--- config.mk ---
export PLATFORM = sky130hd
export DESIGN_NAME = scan_chain_controller_flat
export DESIGN_NICKNAME = d
export VERILOG_FILES = /design/src/rtl/scan_chain_controller_if.sv /design/src/rtl/scan_chain_controller.sv /design/src/flat_wrapper.sv
export SDC_FILE = /design/constraint.sdc
export NUM_CORES = 1
export LEC_CHECK = 0
export ABC_AREA = 1
export CAP_MARGIN = 10
export CORE_ASPECT_RATIO = 1.4
export CORE_MARGIN = 2
export CORE_UTILIZATION = 46
export DETAILED_ROUTE_END_ITERATION = 16
export PLACE_DENSITY = 0.74
export SYNTH_ARGS = -nofsm -noshare
export SYNTH_HDL_FRONTEND = slang
export SYNTH_SLANG_ARGS = --single-unit
export TNS_END_PERCENT = 5
--- constraint.sdc ---
create_clock -name clk -period 1.41 [get_ports clk]
set_input_delay 0.141 -clock clk [delete_from_list [all_inputs] [get_ports clk]]
set_output_delay 0.141 -clock clk [all_outputs]
set_load 0.005 [all_outputs]
--- src/rtl/scan_chain_controller_if.sv ---
// Command/response bus between the debug/config front end and the scan chain controller.
//   cmd_valid/cmd_ready/cmd_capture/cmd_data : word to shift into the chain (+ optional capture)
//   rsp_valid/rsp_ready/rsp_data             : chain contents read back before the shift
//   master : front end side, slave : controller side
interface scan_chain_controller_if #(
  parameter int unsigned CHAIN_LEN = 8
);
  logic                 cmd_valid;
  logic                 cmd_ready;
  logic                 cmd_capture;
  logic [CHAIN_LEN-1:0] cmd_data;
  logic                 rsp_valid;
  logic                 rsp_ready;
  logic [CHAIN_LEN-1:0] rsp_data;

  modport master (
    output cmd_valid, cmd_capture, cmd_data, rsp_ready,
    input  cmd_ready, rsp_valid, rsp_data
  );

  modport slave (
    input  cmd_valid, cmd_capture, cmd_data, rsp_ready,
    output cmd_ready, rsp_valid, rsp_data
  );
endinterface

--- src/rtl/scan_chain_controller.sv ---
// Host-side scan chain driver: accepts a word, optionally strobes a chain capture,
// shifts the word in MSB first while shifting the old chain contents out, and
// returns the read-back word.
//   clk, rst     : clock, synchronous active-high reset
//   bus          : command/response bus (slave side)
//   busy         : operation in progress (CAPTURE, SHIFT, RESP)
//   capture_en   : one-cycle chain parallel-load strobe
//   scan_enable  : chain shift strobe, one cycle per shift step
//   scan_sdo     : serial data to chain scan_in
//   scan_sdi     : serial data from chain scan_out
module scan_chain_controller #(
  parameter int unsigned CHAIN_LEN = 8,
  parameter int unsigned SHIFT_DIV = 1
) (
  input  logic                    clk,
  input  logic                    rst,
  scan_chain_controller_if.slave  bus,
  output logic                    busy,
  output logic                    capture_en,
  output logic                    scan_enable,
  output logic                    scan_sdo,
  input  logic                    scan_sdi
);
  localparam int unsigned CW = $clog2(CHAIN_LEN + 1);
  localparam int unsigned DW = $clog2(SHIFT_DIV + 1);

  localparam logic [1:0] ST_IDLE    = 2'd0;
  localparam logic [1:0] ST_CAPTURE = 2'd1;
  localparam logic [1:0] ST_SHIFT   = 2'd2;
  localparam logic [1:0] ST_RESP    = 2'd3;

  localparam logic [CW-1:0] LAST_BIT = CW'(CHAIN_LEN - 1);
  localparam logic [DW-1:0] LAST_DIV = DW'(SHIFT_DIV - 1);
  // With a divider of one every shift cycle is also the strobe cycle.
  localparam logic          FIRST_EN = 1'(SHIFT_DIV == 1);

  logic [1:0]           state, state_nxt;
  logic [CHAIN_LEN-1:0] tx, tx_nxt, tx_sh;
  logic [CHAIN_LEN-1:0] rx, rx_nxt, rx_sh;
  logic [CW-1:0]        bit_cnt, bit_nxt;
  logic [DW-1:0]        div_cnt, div_nxt, div_inc;
  logic                 rsp_valid_q, rsp_valid_nxt;
  logic [CHAIN_LEN-1:0] rsp_data_q, rsp_data_nxt;
  logic                 busy_nxt, capture_nxt, en_nxt, sdo_nxt;

  assign bus.cmd_ready = (state == ST_IDLE);
  assign bus.rsp_valid = rsp_valid_q;
  assign bus.rsp_data  = rsp_data_q;

  // State and registered outputs.
  always_ff @(posedge clk) begin
    if (rst) begin
      state       <= ST_IDLE;
      tx          <= '0;
      rx          <= '0;
      bit_cnt     <= '0;
      div_cnt     <= '0;
      rsp_valid_q <= 1'b0;
      rsp_data_q  <= '0;
      busy        <= 1'b0;
      capture_en  <= 1'b0;
      scan_enable <= 1'b0;
      scan_sdo    <= 1'b0;
    end else begin
      state       <= state_nxt;
      tx          <= tx_nxt;
      rx          <= rx_nxt;
      bit_cnt     <= bit_nxt;
      div_cnt     <= div_nxt;
      rsp_valid_q <= rsp_valid_nxt;
      rsp_data_q  <= rsp_data_nxt;
      busy        <= busy_nxt;
      capture_en  <= capture_nxt;
      scan_enable <= en_nxt;
      scan_sdo    <= sdo_nxt;
    end
  end

  // Next state and next output values.
  always_comb begin
    state_nxt     = state;
    tx_nxt        = tx;
    rx_nxt        = rx;
    bit_nxt       = bit_cnt;
    div_nxt       = div_cnt;
    rsp_valid_nxt = rsp_valid_q;
    rsp_data_nxt  = rsp_data_q;
    capture_nxt   = 1'b0;
    en_nxt        = 1'b0;
    sdo_nxt       = scan_sdo;
    // Shifts written so they stay legal for a single-bit chain.
    tx_sh         = tx << 1;
    rx_sh         = (rx << 1) | CHAIN_LEN'(scan_sdi);
    div_inc       = div_cnt + DW'(1);

    case (state)
      ST_IDLE: begin
        if (bus.cmd_valid) begin
          tx_nxt  = bus.cmd_data;
          rx_nxt  = '0;
          bit_nxt = '0;
          div_nxt = '0;
          if (bus.cmd_capture) begin
            state_nxt   = ST_CAPTURE;
            capture_nxt = 1'b1;
            sdo_nxt     = 1'b0;
          end else begin
            state_nxt = ST_SHIFT;
            sdo_nxt   = bus.cmd_data[CHAIN_LEN-1];
            en_nxt    = FIRST_EN;
          end
        end
      end
      ST_CAPTURE: begin
        state_nxt = ST_SHIFT;
        sdo_nxt   = tx[CHAIN_LEN-1];
        en_nxt    = FIRST_EN;
      end
      ST_SHIFT: begin
        // The strobe edge of a step also samples the bit coming out of the chain.
        if (div_cnt == LAST_DIV) begin
          rx_nxt = rx_sh;
          if (bit_cnt == LAST_BIT) begin
            state_nxt = ST_RESP;
            sdo_nxt   = 1'b0;
          end else begin
            bit_nxt = bit_cnt + CW'(1);
            div_nxt = '0;
            tx_nxt  = tx_sh;
            sdo_nxt = tx_sh[CHAIN_LEN-1];
            en_nxt  = FIRST_EN;
          end
        end else begin
          div_nxt = div_inc;
          en_nxt  = (div_inc == LAST_DIV);
        end
      end
      ST_RESP: begin
        // First RESP cycle publishes the completed read-back word.
        if (!rsp_valid_q) begin
          rsp_valid_nxt = 1'b1;
          rsp_data_nxt  = rx;
        end else if (bus.rsp_ready) begin
          rsp_valid_nxt = 1'b0;
          state_nxt     = ST_IDLE;
        end
      end
      default: state_nxt = ST_IDLE;
    endcase

    busy_nxt = (state_nxt != ST_IDLE);
  end
endmodule

--- src/flat_wrapper.sv ---
// flat-port wrapper written by rule: the top's interface ports become plain ports
module scan_chain_controller_flat 
#(
  parameter int unsigned CHAIN_LEN = 8,
  parameter int unsigned SHIFT_DIV = 1
)
  (clk, rst, busy, capture_en, scan_enable, scan_sdo, scan_sdi, bus_cmd_valid, bus_cmd_capture, bus_cmd_data, bus_rsp_ready, bus_cmd_ready, bus_rsp_valid, bus_rsp_data);
  scan_chain_controller_if #(.CHAIN_LEN(CHAIN_LEN)) bus_i ();
  input  logic clk;
  input  logic rst;
  output logic busy;
  output logic capture_en;
  output logic scan_enable;
  output logic scan_sdo;
  input  logic scan_sdi;
  input wire logic [$bits(bus_i.cmd_valid)-1:0] bus_cmd_valid;
  input wire logic [$bits(bus_i.cmd_capture)-1:0] bus_cmd_capture;
  input wire logic [$bits(bus_i.cmd_data)-1:0] bus_cmd_data;
  input wire logic [$bits(bus_i.rsp_ready)-1:0] bus_rsp_ready;
  output wire logic [$bits(bus_i.cmd_ready)-1:0] bus_cmd_ready;
  output wire logic [$bits(bus_i.rsp_valid)-1:0] bus_rsp_valid;
  output wire logic [$bits(bus_i.rsp_data)-1:0] bus_rsp_data;
  assign bus_i.cmd_valid = bus_cmd_valid;
  assign bus_i.cmd_capture = bus_cmd_capture;
  assign bus_i.cmd_data = bus_cmd_data;
  assign bus_i.rsp_ready = bus_rsp_ready;
  assign bus_cmd_ready = bus_i.cmd_ready;
  assign bus_rsp_valid = bus_i.rsp_valid;
  assign bus_rsp_data = bus_i.rsp_data;
  scan_chain_controller #(.CHAIN_LEN(CHAIN_LEN), .SHIFT_DIV(SHIFT_DIV)) u_core (.clk(clk), .rst(rst), .bus(bus_i), .busy(busy), .capture_en(capture_en), .scan_enable(scan_enable), .scan_sdo(scan_sdo), .scan_sdi(scan_sdi));
endmodule
; ---- After elaboration in Yosys (flattened, before gate mapping)
; Cells that the tools add are included.
[classes]
addsub = 2
eq_ne = 7
mux = 34
bitwise_logic = 5
reduce_logical = 10
[ops]
columns = cell, n
row1 = 8-bit 2-to-1 mux, 5
row2 = 8-bit case mux with 2 select lines, 2
row3 = 1-bit 2-to-1 mux, 13
row4 = 2-bit 2-to-1 mux, 6
row5 = 4-bit 2-to-1 mux, 3
row6 = 8-bit by 1-bit OR with 8-bit output, 1
row7 = 2-bit case mux with 4 select lines, 1
row8 = 4-bit case mux with 2 select lines, 1
row9 = "2-bit != test, second input constant", 3
row10 = 1-bit case mux with 3 select lines, 2
row11 = 3-bit AND reduction, 2
row12 = "4-bit by 1-bit adder with 4-bit output, second input constant", 1
row13 = "2-bit equality test, second input constant", 2
row14 = "4-bit by 3-bit equality test with 1-bit output, second input constant", 1
row15 = 1-bit NOT, 4
row16 = 2-bit AND reduction, 2
row17 = 4-bit AND reduction, 1
row18 = 2-bit nonzero test, 2
row19 = 3-bit nonzero test, 1
row20 = 3-bit OR reduction, 1
row21 = "2-bit by 1-bit equality test with 1-bit output, second input constant", 1
row22 = 2-bit zero test, 1
row23 = 1-bit case mux with 2 select lines, 1
row24 = "1-bit adder, second input constant", 1
[word_totals]
regBits = 36
inputBits = 14
word_cells = 69

; ---- Logic depth before layout (Yosys ltp)
[depth]
depth_word = 5
depth_mapped = 9
ltp_nobuf = 9

; ---- Worst setup path before layout
; Ideal clock, no wire load.
[synth_path]
path_type = register -> register
from = register u_core.state[0]
to = register u_core.tx[4]
setup_time_ns = 0.113
t_arrival_ns = 1.324
required_ns = 1.297
path_slack_ns = -0.027
stages_incl_launch_ff = 9
n_path_buf = 1
period_less_slack_ns = 1.437
cell_sequence = dfxtp_1 inv_1 ha_1 nand2_2 o21ai_4 nand2_4 buf_6 o21ai_1 nor2_1
[synth_via]
elab_chain_len = 3
word_cells_on_any_way = 8
[synth_rtl]
columns = item, line
row1 = "start, declared", scan_chain_controller.sv:37  ; logic [1:0] state, state_nxt;
row2 = "start signal, assigned", scan_chain_controller.sv:65  ; state <= state_nxt;
row3 = 2-bit zero test *, n/a
row4 = named net bus_cmd_ready, flat_wrapper.sv:20  ; output wire logic [$bits(bus_i.cmd_ready)-1:0] bus_cmd_ready;
row5 = 2-bit != test (no line) / 2-bit nonzero test (equally long branches), n/a
row6 = 4-bit AND reduction (no line), n/a
row7 = "end signal, assigned", scan_chain_controller.sv:66  ; tx <= tx_nxt;
row8 = "end, declared", scan_chain_controller.sv:38  ; logic [CHAIN_LEN-1:0] tx, tx_nxt, tx_sh;
; The timed path passes the listed nets; every way through them passes the cells marked *.
; A chain may end at the register's enable or synchronous reset.

; ---- Final worst setup path
[layout_path]
from = register u_core.state[1]
to = register u_core.scan_sdo
[layout_via]
elab_chain_len = 3
word_cells_on_any_way = 8
[layout_rtl]
columns = item, line
row1 = 2-bit equality test (tied with other cells), scan_chain_controller.sv:96  ; case (state)
row2 = 2-bit != test (no line) / 3-bit nonzero test (equally long branches), n/a
row3 = 3-bit AND reduction (no line), n/a
row4 = "end signal, assigned", scan_chain_controller.sv:75  ; scan_sdo <= sdo_nxt;
row5 = "end, declared", scan_chain_controller.sv:21  ; output logic scan_sdo,
; Several ways; a longest one is shown, not always the timed one.

==> reports/metrics.cfg <==
[floorplan]
std_cell_rows = 25
die_h_um = 73.0
die_w_um = 53.3
coreArea_sq_um = 3320
io_pins = 28
dieArea_sq_um = 3890
start_util_pct = 47.1

[clocking]
clockRootBuffer = clkbuf_8
cts-htree-levels = 2
clockBufferDepth = 2
cts_buffers = 5
clock_sinks = 35
clk_pin_slew_ns = 0.07
ctsHoldBuffers = 0
worstSkewPairLatency_ns = 0.29
cts_tree = built

[flow_run]
cap_violations = 0

[detailed_routing]
drt_first_pass_iters = 4
routedWlPerCell_um = 12.1
vias_per_cell = 5.05
ant_nets = 0
num_vias = 1534
drt-initial-drc-count = 34
drt_wl_total_um = 3670
drc_errors = 0

[sta]
maxSlewViolCount = 0
maxSlewHeadroom_pct = 58.1
rsz0062_at_grt = true
setup_violations = 1
period_needed_ns = 1.43
fmax_mhz = 701
period_share_pct = 101
hold_violations = 0
layout_setup_ws_ns = -0.0175
tns_ns = -0.0175
worstMarginPinSlew_ns = 0.628
finClkSkew_ns = 0.00783

[placed_design]
hpwl_um = 2530
gp_congestion = 0.886
place_inst = 293
io_buffers = 27

[setup_path]
worstSetupEndpointType = flop
worst-path-max-fanout = 3
rr_startpoint = u_core.state[1]
start_kind = flop
setup.worst_path.start = u_core.state[1]
crit_required_ns = 1.63
crit_type = reg2reg
cp.arrival_ns = 1.65

[finish]
drive_gt1_share_pct = 16.7
nFillCells = 315
final_cells = 304
synthToLayoutAreaGrowth_pct = 34.7
fin_nets = 282
diodes = 0
fin_util_pct = 63.5

[min_path]
hp-start = scan_sdi
min_path_type = in2reg

[global_route]
gr-total-overflow = 0
grt_max_degree = 22
grt_pass1_wl_um = 5990
grt_pass1_vias = 1449
grt_util_all_layers_pct = 20.9
antenna_found_initial = 0

[outcome]
status = finished, violations left
failed_checks = negative setup slack

[synthesis]
synth_top_area_share_pct = 44.8
seq_area_frac_synth_pct = 44.8
syn_inst = 220
ys_warn_count = 0
synthArstFlopShare_pct = 0
synthDistinctLibCells = 22
synthFlopType = dfxtp_1
syn_area_sq_um = 1560
yosys.area.top_type = dfxtp_1
syn_nets = 239
ys_top_cells_by_area = dfxtp_1, nand2_1, nor2_1
ys_ff_latch = 35
synth_edf_count = 0
avgSynthCellArea_sq_um = 7.10

[pwr]
powerDensity_nw_per_um2 = 1030
total_leakage_power_nw = 0.894
vdd_drop_max_v = 0.000649

[metal layers]
metal	wire (um)	vias up	track usage, %	share of wire [%]
met1	1470	701	20.7	40
met2	2000	39	39.2	54
met4	67	0	8.55	1.8
li1	-	785	-	-
met5	0	-	0	0
met3	131	9	5.53	3.6
[critical path, stage by stage (launching register included)]
cell and delay [ns]:
dfxtp_4 0.36, buf_4 0.15, ha_1 0.20, buf_4 0.15, inv_1 0.06, nand2_1 0.07, nor2_1 0.10, o21ai_0 0.11
a21oi_1 0.16
[cells by family after synthesis]
family / after synthesis / share of synthesized area [%]
buffers and inverters: 25 / 6.73
adders and majority gates: 5 / 4.00
and+or+nand+nor: 118 / 30.8
AOI/OAI and AO/OA: 37 / 13.6
DFF: 35 / 44.8
[cell type report]
type | count | area (sq um) | area share [%]
sequential | 35 | 708 | 33.6
clock buffer | 7 | 76.3 | 3.62
timing repair buffer | 42 | 393 | 18.7
multi-input combinational | 161 | 803 | 38.1
inverter | 18 | 70.1 | 3.33
tap | 40 | 50.0 | 2.38
clock inverter | 1 | 5.00 | 0.238
[power breakdown]
group          leakage [nW]  total, mW  switching, mW  internal, mW
clock                0.0422      0.692          0.346         0.346
combinational         0.565      0.419          0.229         0.189
sequential            0.287       1.07         0.0274          1.04
total                 0.894       2.18          0.603          1.58
[state kept, by name (all words and copies together), names as in the netlist]
signal,flops
u_core.tx,8
u_core.bus.rsp_valid,1
u_core.busy,1
u_core.rx,8
u_core.bus.rsp_data,8
u_core.state,2
u_core.capture_en,1
u_core.bit_cnt,4
u_core.scan_sdo,1
u_core.scan_enable,1
[repair_timing]
action | 4_1_cts | 5_1_grt
endpoints found under the setup margin | 15 | 15
resized for setup | 8 | 14
buffers inserted | 1 | 2
pin swaps | 3 | 6
hold endpoints to repair | 0 | 0
cloned | 1 | 0
[per-stage QoR]
| step | total power, mW | hold WS (ns) | worst slack [ns] | area, sq um |
|---|---|---|---|---|
| 3_5_place_dp | 1.47 | 0.458 | -0.0756 | 1950 |
| 4_1_cts | 2.17 | 0.441 | -0.0323 | 2060 |
| 3_3_place_gp | 1.46 | 0.449 | -0.0696 | 1950 |
| 6_report | 2.18 | 0.444 | -0.0175 | 2110 |
| 2_1_floorplan | 1.32 | 0.210 | 0.0261 | 1570 |
| 5_1_grt | 2.28 | 0.443 | -0.0836 | 2110 |
[Yosys cell counts (3+ instances only)]
library cell,instances
dfxtp_1,35
nand2_1,57
nand4_1,3
a21oi_1,16
buf_2,3
o21ai_1,3
inv_1,16
o21ai_0,12
ha_1,5
nor2_1,41
o21ai_2,3
clkbuf_1,3
nand3_1,12
[layout by cell type, fill, tap and decap left out, drive strengths merged]
master         Yosys  final
a21oi             17     17
buf                4     15
clkbuf             3      7
clkdlybuf4s50      0     26
clkinv             0      1
dfxtp             35     35
dlygate4sd2        0      1
ha                 5      5
inv               18     18
nand2             60     61
nand3             12     12
nand4              3      3
nor2              42     42
nor3               1      1
o21ai             19     19
o22ai              1      1
[path summary, 6_finish.rpt]
check	cells after the start	endpoint	slack, ns
hold / removal	3	u_core.rx[0]	0.44
setup / recovery	8	u_core.scan_sdo	-0.02
hold reg to reg	2	u_core.rx[7]	0.47
setup reg to reg	8	u_core.scan_sdo	-0.02
Note: power is estimated with default switching activity, not from simulation.
